<file path="src/rtl/apb_master_bridge.sv">
// apb_master_bridge: valid/ready command port to APB4 requester with per-command
// response and optional ACCESS-phase timeout.
module apb_master_bridge #(
  parameter int ADDR_WIDTH     = 32,
  parameter int DATA_WIDTH     = 32,
  parameter int STRB_WIDTH     = DATA_WIDTH/8,
  parameter int TIMEOUT_CYCLES = 16
) (
  input  logic                  pclk,
  input  logic                  preset,
  input  logic                  cmd_valid,
  output logic                  cmd_ready,
  input  logic                  cmd_write,
  input  logic [ADDR_WIDTH-1:0] cmd_addr,
  input  logic [DATA_WIDTH-1:0] cmd_wdata,
  input  logic [STRB_WIDTH-1:0] cmd_strb,
  output logic                  rsp_valid,
  output logic [DATA_WIDTH-1:0] rsp_rdata,
  output logic                  rsp_err,
  output logic                  rsp_timeout,
  output logic [ADDR_WIDTH-1:0] paddr,
  output logic                  psel,
  output logic                  penable,
  output logic                  pwrite,
  output logic [DATA_WIDTH-1:0] pwdata,
  output logic [STRB_WIDTH-1:0] pstrb,
  input  logic [DATA_WIDTH-1:0] prdata,
  input  logic                  pready,
  input  logic                  pslverr
);
  // The counter only has to reach TIMEOUT_CYCLES-1: the cycle at that count either completes or aborts.
  localparam int CW = TIMEOUT_CYCLES > 1 ? $clog2(TIMEOUT_CYCLES) : 1;
  localparam logic [CW-1:0] LAST = CW'(TIMEOUT_CYCLES > 0 ? TIMEOUT_CYCLES - 1 : 0);
  typedef enum logic [1:0] {IDLE, SETUP, ACCESS} state_t;
  state_t state;
  logic [CW-1:0] cnt;
  logic accept, done, expire;
  assign cmd_ready = state == IDLE || (state == ACCESS && pready);
  assign accept = cmd_valid && cmd_ready;
  assign done = state == ACCESS && pready;
  assign expire = TIMEOUT_CYCLES != 0 && state == ACCESS && !pready && cnt == LAST;
  always_ff @(posedge pclk) begin
    if (preset) begin
      state       <= IDLE;
      cnt         <= '0;
      paddr       <= '0;
      psel        <= 1'b0;
      penable     <= 1'b0;
      pwrite      <= 1'b0;
      pwdata      <= '0;
      pstrb       <= '0;
      rsp_valid   <= 1'b0;
      rsp_rdata   <= '0;
      rsp_err     <= 1'b0;
      rsp_timeout <= 1'b0;
    end else begin
      rsp_valid <= done || expire;
      if (done || expire) begin
        rsp_err     <= expire || pslverr;
        rsp_timeout <= expire;
        rsp_rdata   <= (expire || pwrite) ? '0 : prdata;
      end
      if (accept) begin
        state   <= SETUP;
        cnt     <= '0;
        psel    <= 1'b1;
        penable <= 1'b0;
        paddr   <= cmd_addr;
        pwrite  <= cmd_write;
        pwdata  <= cmd_wdata;
        pstrb   <= cmd_write ? cmd_strb : '0;
      end else if (state == SETUP) begin
        state   <= ACCESS;
        penable <= 1'b1;
      end else if (done || expire) begin
        state   <= IDLE;
        psel    <= 1'b0;
        penable <= 1'b0;
      end else if (state == ACCESS) begin
        cnt <= cnt + 1'b1;
      end
    end
  end
endmodule
</file>
<file path="config.mk">
export PLATFORM = sky130hd
export DESIGN_NAME = apb_master_bridge
export DESIGN_NICKNAME = d
export VERILOG_FILES = /design/src/rtl/apb_master_bridge.sv
export SDC_FILE = /design/constraint.sdc
export NUM_CORES = 1
export LEC_CHECK = 0
export CAP_MARGIN = 10
export CORE_AREA = 2 2 101 103
export DETAILED_ROUTE_END_ITERATION = 8
export DIE_AREA = 0 0 103 105
export PLACE_DENSITY = 0.92
export RECOVER_POWER = 100
export SETUP_SLACK_MARGIN = 0.05
export SLEW_MARGIN = 0
export SYNTH_ARGS = -nofsm -noshare
export SYNTH_HDL_FRONTEND = slang
export SYNTH_SLANG_ARGS = --single-unit
</file>
<file path="constraint.sdc">
create_clock -name pclk -period 3.27 [get_ports pclk]
set_clock_uncertainty 0.05 [all_clocks]
set_input_delay 0.654 -clock pclk [delete_from_list [all_inputs] [get_ports pclk]]
set_output_delay 0.654 -clock pclk [all_outputs]
set_load 0.02 [all_outputs]
</file>
# Word-level counts from Yosys, hierarchy flattened

Index checks and enable logic that the tools add are counted.
Widths: inputs -> output; s select.

Register bits after elaboration: 112

Add/sub/neg operators: 1
Equal/unequal tests: 4
Muxes and demuxes: 9
Bitwise operators: 2
Reduce and logical (&&, ||, !) cells: 16

Operators by type and width:

| cell                | count |
|---|---|
| $mux 32             | 1 |
| $mux 1              | 5 |
| $add 4x1->4 const B | 1 |
| $eq 4x4->1 const B  | 1 |
| $logic_and 1x1->1   | 4 |
| $logic_or 1x1->1    | 4 |
| $mux 2              | 2 |
| $mux 4              | 1 |
| $reduce_bool 2->1   | 2 |
| $reduce_and 3->1    | 1 |
| $reduce_bool 3->1   | 1 |
| $eq 2x1->1 const B  | 1 |
| $eq 2x2->1 const B  | 1 |
| $logic_not 2->1     | 1 |
| $ne 2x2->1 const B  | 1 |
| $not 1->1           | 2 |
| $reduce_and 2->1    | 1 |
| $reduce_or 2->1     | 1 |
| $logic_not 1->1     | 1 |

# Longest topological paths before layout

Gate-level depths: netlist of the first run.

Depth in word-level cells: 7
Mapped depth: 5
Mapped depth without buffers: 4

# Worst setup path before layout of the first run

OpenSTA, ideal clock, no wires.

Kind: input to output
From: in pready
To: out cmd_ready
Arrival: 1.359 ns
Slack: 1.207 ns
Cell stages on the path: 3
Cells stage by stage: and2b_1 clkbuf_1 nor2_1

Longest elaborated chain between the ends: 2

RTL lines:

| what              | RTL line | source |
|---|---|---|
| start, declared   | 28       | `input logic pready,` |
| $logic_and 1x1->1 | 38       | `assign cmd_ready = state == IDLE \|\| (state == ACCESS && pready);` |
| $logic_or 1x1->1  | 38       |  |
| end, declared     | 12       | `output logic cmd_ready,` |

No other way between the ends.

# Worst setup path in the final report of the first run

Ends and elaborated chain as after synthesis.

==> results of run 1 <==
## worst max-delay path by stage
stage	startpoint	slack, ns	end
CTS	pready	0.51	cmd_ready
global placement	pready	0.53	cmd_ready
floorplan	pready	1.21	cmd_ready
detailed placement	pready	0.52	cmd_ready
global route	pready	0.35	cmd_ready
finish	pready	0.37	cmd_ready
## layer usage
layer | global-route usage, % | vias to the layer above | share of wire (%)
met1 | 28.06 | 1931 | 40
met4 | 6.297 | 0 | 1.6
met3 | 6.555 | 16 | 8.8
li1 | - | 1962 | -
met5 | 0 | - | 0
met2 | 38.17 | 172 | 49
## critical path: cells and delay by family
kind | cells | cell delay (ns)
buf+inv | 2 | 1.23
simple gates | 2 | 0.31
## cells in the final DEF, fill, tap and decap left out, types with 3 or more instances in the layout
cell | netlist | final
clkbuf_1 | 31 | 3
o21ai_0 | 66 | 66
nand4_1 | 4 | 4
nand3_1 | 67 | 67
a21oi_1 | 78 | 77
a22o_1 | 32 | 32
buf_4 | 3 | 3
o21ai_1 | 6 | 6
dlygate4sd3_1 | 0 | 108
clkdlybuf4s50_1 | 0 | 103
dfxtp_1 | 111 | 111
clkbuf_8 | 0 | 9
## metrics by stage
step / area, sq um / instances / setup slack [ns] / hold slack [ns] / total power [mW]
detailed placement: 6182 / 742 / 0.5163 / 0.4108 / 2.015
CTS: 6354 / 758 / 0.5057 / 0.4295 / 2.757
finish: 6345 / 758 / 0.3693 / 0.4249 / 2.712
global route: 6345 / 758 / 0.3538 / 0.4416 / 2.835
global placement: 6182 / 742 / 0.5273 / 0.4053 / 1.999
floorplan: 4005 / 436 / 1.207 / 0.4210 / 1.713
## registers in the layout, indices dropped and copies added (netlist names)
| signal | cells |
|---|---|
| rsp_timeout | 1 |
| paddr | 32 |
| state | 1 |
| cnt | 4 |
| pwrite | 1 |
| penable | 1 |
| pstrb | 4 |
| rsp_valid | 1 |
| rsp_err | 1 |
| pwdata | 32 |
| psel | 1 |
| rsp_rdata | 32 |
## synth_stat cells, drive strengths merged (3+ instances only)
cell type | n | area, sq um
and2b | 3 | 22.52
dfxtp | 111 | 2222
o21ai | 72 | 360.4
nand3 | 67 | 335.3
a21oi | 78 | 390.4
clkbuf | 32 | 121.4
a22o | 32 | 280.3
nand4 | 4 | 25.02
buf | 14 | 80.07
## where the power goes
part | switching (mW) | internal (mW) | total, mW
clock | 0.469 | 0.286 | 0.755
sequential | 0.0314 | 1.42 | 1.45
combinational | 0.257 | 0.252 | 0.509
## cells by family after synthesis
| logic type | count (synthesis) |
|---|---|
| simple gates | 88 |
| flops | 111 |
| compound gates | 189 |
| fa+ha+maj | 1 |
| buf+inv | 47 |
## layout make-up
class / count / area share (%)
Sequential cell: 111 / 35.02
Tap cell: 133 / 2.623
Inverter: 1 / 0.05916
Timing Repair Buffer: 219 / 34.49
Clock inverter: 5 / 0.6310
Multi-Input combinational cell: 278 / 25.10
Clock buffer: 11 / 2.071
==> qor.yml, run 1 <==
finish:
  diodes: 0
  syn_to_final_growth_pct: 58.42
  drive_gt1_share_pct: 4.320
  final_util_pct: 65.82
  final_nets: 727
  multi_input_comb_area_sq_um: 1593
  n_fill_cell: 798
  seq_area_sq_um: 2222
synthesis:
  syn-cell-area_sq_um: 4005
  synth_xor_area_share_pct: 0
  synthMuxAreaShare_pct: 0
  syn_inst: 436
  syn_area_per_cell_sq_um: 9.186
  synthDistinctLibCells: 32
  yosys_warnings: 0
  synth_nets: 543
  synth-seq-cells: 111
  ys.flop_type: "dfxtp_1"
  synth_edf_count: 0
  synthSimpleGateAreaFrac_pct: 12.00
  synth.yosys.seq_area_share_pct: 55.48
  async_flop_share_pct: 0
  synth-adder-area-share_pct: 0.3124
  synth_top_family_by_area: "compound AO/OA/AOI/OAI gates"
  synth-compound-area-share_pct: 27.09
sta:
  fmax_mhz: 344.7
  tightest_slew_ns: 1.090
  slew_headroom_pct: 27.35
  finalMaxSlewViolations: 0
  fin_crit_ns: 2.901
  period_share_pct: 88.71
  setup_tns_ns: 0
  finalHoldViolations: 0
  rsz0062_at_grt: "false"
  setup_viol: 0
detailed_routing:
  drtPass1Iterations: 4
  ant_nets: 0
  vias_per_cell: 5.384
  drc: 0
  wl_mm: 12.60
  vias: 4081
  wire_per_inst_um: 16.62
  drtIter0Drc: 153
grt:
  grt_use_total_pct: 22.72
  antenna_found_initial: 0
  grt-ovfl-total: 0
  grt_pass1_wl_mm: 19.82
  grt_max_degree: 70
  grt_pass1_vias: 3914
die:
  die_h_um: 105
  ios: 213
  die_area_sq_um: 10820
  die_w_um: 103
  rows: 36
  coreArea_sq_um: 9639
  initial_core_util_pct: 41.55
worst_hold_path:
  min_to: "pwdata[24]"
  whs_path_depth: 2
  hp-start: "pwdata[24]"
  hp-class: "reg -> reg"
worst_setup_path:
  r2r_end: "cnt[3]"
  crit_chain: "dlygate4sd3_1, and2b_2, nor2_1, dlygate4sd3_1"
  worstPathArrival_ns: 2.20
  r2r_start: "penable"
  cp_max_fo: 2
  critPathKind: "in -> out"
  critPathMaxStageDelay_ns: 0.69
  r2r_cells: 4
  cp-start-kind: "input pin"
  end_kind: "output port"
  critPathSlowestCell: "dlygate4sd3_1"
  path_common_cell: "dlygate4sd3_1"
  reg2reg_slack_ns: 1.18
  cp.required_ns: 2.57
cts:
  cts.sinks: 111
  cts_tree: "done"
  cts_resized: 0
  clockBufferDepth: 2
  cts_made_buffers: 9
  post-cts-setup-buffer-count: 0
  cts_max_level: 3
  clk_pin_slew_ns: 0.10
  clockRootBuffer: "clkbuf_8"
  holdBufCountCts: 0
  clock_latency_ns: 0.36
placed_design:
  gp_congestion: 0.7451
  dp_hpwl_mm: 8.740
  portBuffers: 212
run:
  max-cap-violations: 0
power:
  leakage_nw: 2.554
  peakVddDrop_mv: 0.2998
  p_per_area_nw_per_um2: 427.4
outcome:
  status: "finished clean"
Note: power is estimated with default switching activity, not from simulation.
==> run 2, diff against run 1 <==
--- a/config.mk
+++ b/config.mk
@@ -5,10 +5,11 @@
 export SDC_FILE = /design/constraint.sdc
 export NUM_CORES = 1
 export LEC_CHECK = 0
-export CAP_MARGIN = 10
-export CORE_AREA = 2 2 101 103
+export CELL_PAD_IN_SITES_DETAIL_PLACEMENT = 0
+export CELL_PAD_IN_SITES_GLOBAL_PLACEMENT = 1
+export CORE_AREA = 2 2 119 121
 export DETAILED_ROUTE_END_ITERATION = 8
-export DIE_AREA = 0 0 103 105
+export DIE_AREA = 0 0 121 123
 export PLACE_DENSITY = 0.92
 export RECOVER_POWER = 100
 export SETUP_SLACK_MARGIN = 0.05
==> qor.yml, run 2 (synthesized netlist as in run 1, its figures left out) <==
cts:
  holdBufCountCts: 0  # unchanged
  post-cts-setup-buffer-count: 0  # unchanged
  cts_resized: 0  # unchanged
  cts_max_level: 3  # unchanged
  cts.sinks: 111  # unchanged
  clock_latency_ns: 0.34  # was 0.36 ns
  cts_made_buffers: 9  # unchanged
  clk_pin_slew_ns: 0.06  # was 0.10 ns
  clockBufferDepth: 2  # unchanged
  cts_tree: "done"  # unchanged
  clockRootBuffer: "clkbuf_16"  # was clkbuf_8
die:
  rows: 43  # was 36
  die_h_um: 123  # was 105 um
  die_area_sq_um: 14880  # was 10820 sq um
  initial_core_util_pct: 29.42  # was 41.55%
  die_w_um: 121  # was 103 um
  ios: 213  # unchanged
  coreArea_sq_um: 13610  # was 9639 sq um
grt:
  grt_max_degree: 72  # was 70
  grt_pass1_wl_mm: 19.69  # was 19.82 mm
  grt-ovfl-total: 0  # unchanged
  antenna_found_initial: 0  # unchanged
  grt_use_total_pct: 16.52  # was 22.72%
  grt_pass1_vias: 3931  # was 3914
worst_setup_path:
  cp-start-kind: "input pin"  # unchanged
  r2r_start: "state[0]"  # was penable
  cp_top_family: "buffers and inverters"  # unchanged
  critPathKind: "in -> out"  # unchanged
  worstPathArrival_ns: 2.24  # was 2.20 ns
  critPathSlowestCell: "dlygate4sd3_1"  # unchanged
  r2r_cells: 3  # was 4
  r2r_end: "paddr[30]"  # was cnt[3]
  cp_num_buf_inv: 2  # unchanged
  critPathMaxStageDelay_ns: 0.70  # was 0.69 ns
  cp.required_ns: 2.57  # about the same
  cp_max_fo: 2  # unchanged
  crit_chain: "clkdlybuf4s50_1, and2b_2, nor2_1, dlygate4sd3_1"  # was dlygate4sd3_1, and2b_2, nor2_1, dlygate4sd3_1
  reg2reg_slack_ns: 1.36  # was 1.18 ns
  end_kind: "output port"  # unchanged
placed_design:
  gp_congestion: 0.7194  # was 0.7451
  dp_hpwl_mm: 8.297  # was 8.740 mm
  placed_cells: 790  # was 742
  portBuffers: 212  # unchanged
outcome:
  violations: "capacitance limit, slew limit"
  status: "finished with violations"  # was finished clean
sta:
  finalMaxSlewViolations: 41  # was 0
  period_share_pct: 90.01  # was 88.71%
  fmax_mhz: 339.8  # was 344.7 MHz
  finalHoldViolations: 0  # unchanged
  rsz0062_at_grt: "false"  # unchanged
  setup_viol: 0  # unchanged
  tightest_slew_ns: 1.961  # was 1.090 ns
  slew_headroom_pct: -30.72  # was 27.35%
  setup_tns_ns: 0  # unchanged
  fin_crit_ns: 2.943  # was 2.901 ns
power:
  power_mw: 3.040  # was 2.712 mW
  p_per_area_nw_per_um2: 466.0  # was 427.4 nW/um^2
  pwr-share-clk_pct: 35.6  # was 27.8%
  p_sw_mw: 0.7590  # was 0.7574 mW
  peakVddDrop_mv: 0.1999  # was 0.2998 mV
  power_frac_seq_pct: 47.6  # was 53.4%
  leakage_nw: 2.615  # was 2.554 nW
  cell_internal_pwr_mw: 2.281  # was 1.955 mW
  pwr-share-comb_pct: 16.7  # was 18.8%
  swShare_pct: 24.97  # was 27.93%
worst_hold_path:
  hp-class: "reg -> reg"  # unchanged
  hp-start: "rsp_rdata[1]"  # was pwdata[24]
  min_to: "rsp_rdata[1]"  # was pwdata[24]
  whs_path_depth: 1  # was 2
detailed_routing:
  ant_nets: 0  # unchanged
  drtPass1Iterations: 4  # unchanged
  vias: 4096  # was 4081
  wl_mm: 12.60  # about the same
  drc: 0  # unchanged
  vias_per_cell: 5.082  # was 5.384
  drtIter0Drc: 234  # was 153
  wire_per_inst_um: 15.63  # was 16.62 um
run:
  max-cap-violations: 1  # was 0
finish:
  diodes: 0  # unchanged
  final_nets: 728  # was 727
  drive_gt1_share_pct: 4.792  # was 4.320%
  final_cell_mix: "dfxtp_1 (111), dlygate4sd3_1 (108), clkdlybuf4s50_1 (103)"  # unchanged
  syn_to_final_growth_pct: 62.89  # was 58.42%
  reg_top3: "paddr x32, pwdata x32, rsp_rdata x32"  # unchanged
  final_common_cell: "dfxtp_1"  # unchanged
  fin_cells: 806  # was 758
[run 2: routing by layer]
metal	GRT usage, %	wire [um]	up-vias	part of all wire, %
li1	-	-	1961	-
met1	20.42	5348	1935	42
met2	25.81	5792	185	46
met3	6.319	1214	15	9.6
met4	6.904	243	0	1.9
met5	0	0	-	0
[run 2: stage by stage]
step           util (%)  setup slack, ns  hold slack, ns  area (sq um)
3_5_place_dp      45.81           0.3709          0.4051          6236
5_1_grt           47.93           0.2808          0.4341          6524
4_1_cts           47.95           0.3699          0.4261          6528
3_3_place_gp      45.81           0.3594          0.4072          6236
6_report          47.93           0.3268          0.4189          6524
2_1_floorplan         -            1.207          0.4210          4005
[run 2: worst register-to-register path, delay by kind of cell (launching register included)]
kind | cells | cell delay [ns]
and+or+nand+nor | 1 | 0.88
DFF | 1 | 0.42
AOI/OAI and AO/OA | 2 | 0.47
[run 2: how the worst max path moves through the flow]
| stage | slack [ns] | from | cells past startpoint | end |
|---|---|---|---|---|
| after floorplan | 1.21 | pready | 3 | cmd_ready |
| after global placement | 0.36 | pready | 4 | cmd_ready |
| after detailed placement | 0.37 | pready | 4 | cmd_ready |
| after CTS | 0.37 | pready | 4 | cmd_ready |
| after global routing | 0.28 | pready | 4 | cmd_ready |
| final | 0.33 | pready | 4 | cmd_ready |
[run 2: final cells by class]
class                           instances  area, sq um
Inverter                                1        3.754
Tap cell                              180        225.2
Clock buffer                           12        246.5
Clock inverter                          4        45.04
Multi-Input combinational cell        278         1595
Timing Repair Buffer                  220         2186
Sequential cell                       111         2222
Fill cell                            1264         7088
[run 2: power by group through the flow]
stage / Sequential (mW) / Clock [mW] / Combinational (mW)
6_report: 1.45 / 1.08 / 0.509
5_1_grt: 1.46 / 1.18 / 0.548
4_1_cts: 1.45 / 1.12 / 0.535
3_5_place_dp: 1.48 / 0 / 0.532
3_3_place_gp: 1.48 / 0 / 0.525
2_1_floorplan: 1.56 / 0 / 0.157
